### src/rtl/seq_check.sv
// Compares an N-bit per-cycle stream against an ASCII expected-pattern string.
// Build option: define SEQ_CHECK_CONTINUE_EN to run all PLEN chars instead of stopping at the first mismatch.
module seq_check #(
    parameter logic [1023:0] PATTERN = '0,
    parameter int            PLEN    = 1,
    parameter int            N       = 1
) (
    input  logic         clock,
    input  logic         resetn,
    input  logic         start,
    input  logic         din_valid,
    input  logic [N-1:0] din,
    output logic         busy,
    output logic         done,
    output logic         pass,
    output logic         fail,
    output logic [7:0]   pos,
    output logic [7:0]   err_pos,
    output logic [7:0]   err_cnt
);

`ifdef SEQ_CHECK_CONTINUE_EN
    localparam bit CONTINUE_ON_ERR = 1'b1;
`else
    localparam bit CONTINUE_ON_ERR = 1'b0;
`endif

    typedef enum logic [1:0] {
        S_IDLE,
        S_RUN,
        S_DONE
    } state_t;

    // Number of non-NUL chars in PATTERN; a string literal is right-justified,
    // so its leftmost char sits in the highest occupied byte.
    function automatic int str_len(input logic [1023:0] s);
        int len;
        len = 0;
        for (int i = 0; i < 128; i++) begin
            if (s[8*i +: 8] != 8'h00) len = i + 1;
        end
        return len;
    endfunction

    // Returns {care, value}; care=0 marks a don't-care char.
    function automatic logic [4:0] decode_char(input logic [7:0] c);
        if (c >= "0" && c <= "9") return {1'b1, c[3:0]};
        if ((c >= "a" && c <= "f") || (c >= "A" && c <= "F")) return {1'b1, c[3:0] + 4'd9};
        if (c == "_") return 5'b1_0000;
        if (c == "-") return 5'b1_1111;
        return 5'b0_0000;
    endfunction

    localparam int         SLEN     = str_len(PATTERN);
    localparam logic [7:0] LAST_POS = 8'(PLEN - 1);
    localparam bit         EMPTY    = (PLEN == 0);

    // NOTE: the decode table is elaboration-time constant logic, not storage,
    // so it needs no reset; 256 entries match the 8-bit pos index exactly.
    logic [4:0] w_table [256];

    for (genvar i = 0; i < 256; i++) begin : g_tab
        if (i < PLEN && i < SLEN) begin : g_chr
            assign w_table[i] = decode_char(PATTERN[8*(SLEN-1-i) +: 8]);
        end else begin : g_dc
            assign w_table[i] = 5'b0_0000;
        end
    end

    state_t     r_state;
    state_t     w_next_state;
    logic [7:0] r_pos;
    logic [7:0] r_err_pos;
    logic [7:0] r_err_cnt;
    logic       r_pass;
    logic       r_fail;

    logic [4:0]   w_entry;
    logic [N-1:0] w_exp;
    logic         w_mismatch;
    logic         w_beat;
    logic         w_stop;
    logic         w_finish;

    assign w_entry    = w_table[r_pos];
    assign w_exp      = w_entry[N-1:0];
    assign w_mismatch = w_entry[4] && (din != w_exp);
    // start takes priority over a beat arriving in the same cycle
    assign w_beat     = (r_state == S_RUN) && din_valid && !start;
    assign w_stop     = w_mismatch && !CONTINUE_ON_ERR;
    assign w_finish   = w_beat && ((r_pos == LAST_POS) || w_stop);

    // NOTE: state and datapath registers use non-blocking assignments so every
    // flop samples pre-edge values; blocking here would create ordering races.
    always_ff @(posedge clock or negedge resetn) begin
        if (!resetn) begin
            r_state <= S_IDLE;
        end else begin
            r_state <= w_next_state;
        end
    end

    // NOTE: every output of this block is given a default first, so no path
    // leaves a value unassigned and no latch is inferred.
    always_comb begin
        w_next_state = r_state;
        busy         = 1'b0;
        done         = 1'b0;
        case (r_state)
            S_IDLE: ;
            S_RUN: begin
                busy = 1'b1;
                if (w_finish) w_next_state = S_DONE;
            end
            S_DONE: begin
                done         = 1'b1;
                w_next_state = S_IDLE;
            end
            default: w_next_state = S_IDLE;
        endcase
        if (start) w_next_state = EMPTY ? S_DONE : S_RUN;
    end

    always_ff @(posedge clock or negedge resetn) begin
        if (!resetn) begin
            r_pos     <= 8'd0;
            r_err_pos <= 8'd0;
            r_err_cnt <= 8'd0;
            r_pass    <= 1'b0;
            r_fail    <= 1'b0;
        end else if (start) begin
            r_pos     <= 8'd0;
            r_err_pos <= 8'd0;
            r_err_cnt <= 8'd0;
            r_pass    <= EMPTY;
            r_fail    <= 1'b0;
        end else if (w_beat) begin
            if (w_mismatch) begin
                if (r_err_cnt == 8'd0) r_err_pos <= r_pos;
                if (r_err_cnt != 8'hFF) r_err_cnt <= r_err_cnt + 8'd1;
            end
            // a stopping mismatch freezes pos at the offending index
            if (!w_stop) r_pos <= r_pos + 8'd1;
            if (w_finish) begin
                r_fail <= w_mismatch || (r_err_cnt != 8'd0);
                r_pass <= !(w_mismatch || (r_err_cnt != 8'd0));
            end
        end
    end

    assign pos     = r_pos;
    assign err_pos = r_err_pos;
    assign err_cnt = r_err_cnt;
    assign pass    = r_pass;
    assign fail    = r_fail;

endmodule
### config.mk
export PLATFORM = sky130hd
export DESIGN_NAME = seq_check
export DESIGN_NICKNAME = d
export VERILOG_FILES = /design/src/rtl/seq_check.sv
export SDC_FILE = /design/constraint.sdc
export NUM_CORES = 1
export LEC_CHECK = 0
export CORE_MARGIN = 2
export CORE_UTILIZATION = 27
export DETAILED_ROUTE_END_ITERATION = 6
export PLACE_DENSITY = 0.49
export SLEW_MARGIN = 20
export SYNTH_ARGS = -nofsm -noshare
export SYNTH_HDL_FRONTEND = slang
export SYNTH_SLANG_ARGS = --single-unit
### constraint.sdc
create_clock -name clock -period 2.7 [get_ports clock]
set_clock_uncertainty 0.05 [all_clocks]
set_input_delay 0.27 -clock clock [delete_from_list [all_inputs] [get_ports clock]]
set_output_delay 0.27 -clock clock [all_outputs]
set_load 0.03 [all_outputs]
==> impl_metrics.ini <==
[grt]
antenna_found_initial = 0
grt_remaining_overflow = 0
grt_max_degree = 31
grt_pass1_wl_um = 3840
grt_usage_pct = 10.2
grt_pass1_vias = 789

[cts]
cts_tree = built
cts_resized = 0
clock_latency_ns = 0.27
cts.clk_slew.worst_paths_ns = 0.09
hold_buffers = 0
post_cts_buffers = 0
clock-sinks = 28
cts_buffers = 3
clk_path_buf_depth = 2
htreeDepth = 1
root_buffer = clkbuf_8

[placement]
dp.cells = 182
placed_cell_area_sq_mm = 0.00155
io_buffers = 31
gp_congestion = 0.697
detailed_place_hpwl_um = 1670

[timing]
worst_slew_pin_slew_ns = 0.384
fmax_ghz = 0.515
fin_crit_sh_pct = 71.9
rsz0062_at_grt = false
whs_ns = 0.330
finalSetupTns_ns = 0
setup_viol = 0
drv_slew = 0
period_minus_slack_ns = 1.94
timing.slew.headroom_pct = 74.3
hold_viol = 0

[synth]
syn_area_per_cell_sq_um = 11.6
synth_cell_type_count = 29
syn-num-nets = 109
ys_top_cells_by_area = dfrtp_1 (60%), nor2b_1 (10%), ha_1 (3.2%)
yosysMostFrequentCell = dfrtp_1
ys_async_sr_fraction_pct = 100
synthTopCellsByCount = dfrtp_1 (28), nor2b_1 (19), nor2_1 (7)
ys_warn_count = 0
postSynthCellCount = 101
ys.flop_type = dfrtp_1
syn-cell-area_sq_mm = 0.00118
synth_area_leader_cell = dfrtp_1
yosysTopAreaCellShare_pct = 59.6
synth_edf_count = 0
ys_seq_area_share_pct = 59.6
ys_ff_latch = 28

[final_layout]
n_fill_cell = 424
drive_gt1_share_pct = 9.02
postLayoutCoreUtil_pct = 37.3
multiInputGateArea_sq_um = 444
stdcell_area_sq_mm = 0.00159
nets = 143
diodes = 0
final_cells = 185
register_area_sq_um = 701
area_growth_syn_to_layout_pct = 35.3

[die]
die_width_um = 70
die_h_um = 70
core_area_sq_mm = 0.00426
dieArea_sq_mm = 0.00490
num_rows = 24
io_pins = 33
start_util_pct = 27.6

[setup_path]
cp_data_arrival_time_ns = 1.62
cp_max_fo = 4
start_kind = flip-flop
crit_type = flip-flop to output port
cp.required_ns = 2.38
timing.critical_path.to_type = output port

[power]
p_per_area_mw_per_mm2 = 487
vdd_drop_max_v = 0.000187
p_leak_nw = 0.693

[routing]
wl_per_cell_um = 13.1
drt_iter0_drc = 39
viasPerCell = 4.35
vias = 805
first_pass_iters = 4
antenna_left = 0
routed_wl_um = 2430
drc = 0

[run]
drv_cap = 0

[hold_path]
worstHoldPathType = primary input to asynchronous set/reset pin

[outcome]
status = finished clean
sequential cells by signal, indices dropped and copies added, names as in the netlist:
name,flops
r_state,2
pos,8
err_cnt,8
pass,1
fail,1
err_pos,8
cell families (layout without fill, tap and decap cells):
logic type / after synthesis / in the layout / share of synthesized area (%)
AOI/OAI and AO/OA: 8 / 8 / 4.04
xor gates and xnor gates: 2 / 2 / 1.49
adders and majority gates: 3 / 3 / 3.19
buffers and inverters: 8 / 40 / 2.66
DFF: 28 / 28 / 59.6
muxes: 4 / 4 / 3.72
and+or+nand+nor: 48 / 48 / 25.3
layout make-up:
class	instances	share of cell area [%]
Clock buffer	3	2.59
Sequential cell	28	44.0
Multi-Input combinational cell	65	27.9
Timing Repair Buffer	33	20.4
Inverter	4	0.943
Tap cell	52	4.09
per-stage QoR:
step	worst slack (ns)	power (mW)
2_1_floorplan	0.806	0.523
5_1_grt	0.696	0.822
3_3_place_gp	0.679	0.570
6_report	0.759	0.776
4_1_cts	0.735	0.798
3_5_place_dp	0.692	0.572
routing by layer:
metal  routed length [um]  global-route usage, %
met5                    0                      0
met1                 1120                   13.2
met2                 1120                   15.8
met3                  173                   3.32
met4                   12                   3.85
worst max-delay path, cell delays in order (launching register included):
cell	delay [ns]
dfrtp_1	0.39
nor2b_1	0.25
clkdlybuf4s50_1	0.72
cell usage in the layout (no fill, tap or decap), drive strengths merged:
| cell type | count |
|---|---|
| clkbuf | 3 |
| xnor2 | 2 |
| mux2i | 1 |
| o31ai | 2 |
| nand2 | 2 |
| ha | 3 |
| nand3b | 1 |
| a21o | 1 |
| mux2 | 3 |
| o21ai | 1 |
| inv | 4 |
| nor2b | 19 |
| nand4 | 1 |
| or4 | 3 |
| or3 | 3 |
| clkdlybuf4s50 | 31 |
| or4b | 2 |
| dfrtp | 28 |
| a21oi | 4 |
| nand3 | 4 |
| and3 | 1 |
| nand2b | 1 |
| and4b | 1 |
| nor2 | 7 |
| buf | 2 |
| nor3 | 3 |
power by group:
| part | internal (mW) | total [mW] | switching (mW) | leakage [nW] |
|---|---|---|---|---|
| clock network | 0.0998 | 0.215 | 0.115 | 0.0216 |
| logic | 0.0519 | 0.120 | 0.0685 | 0.286 |
| registers | 0.430 | 0.440 | 0.0106 | 0.385 |
final timing paths:
check,startpoint,endpoint,slack [ns],cells past startpoint
max,r_state[0],busy,0.76,2
min,resetn,pos[0],0.33,2
max reg2reg,pos[0],pass,0.87,5
min reg2reg,err_pos[3],err_pos[3],0.46,1
max in group asynchronous,resetn,pos[7],2.00,2
min in group clock,err_pos[3],err_pos[3],0.46,1
Note: power is estimated with default switching activity, not from simulation.
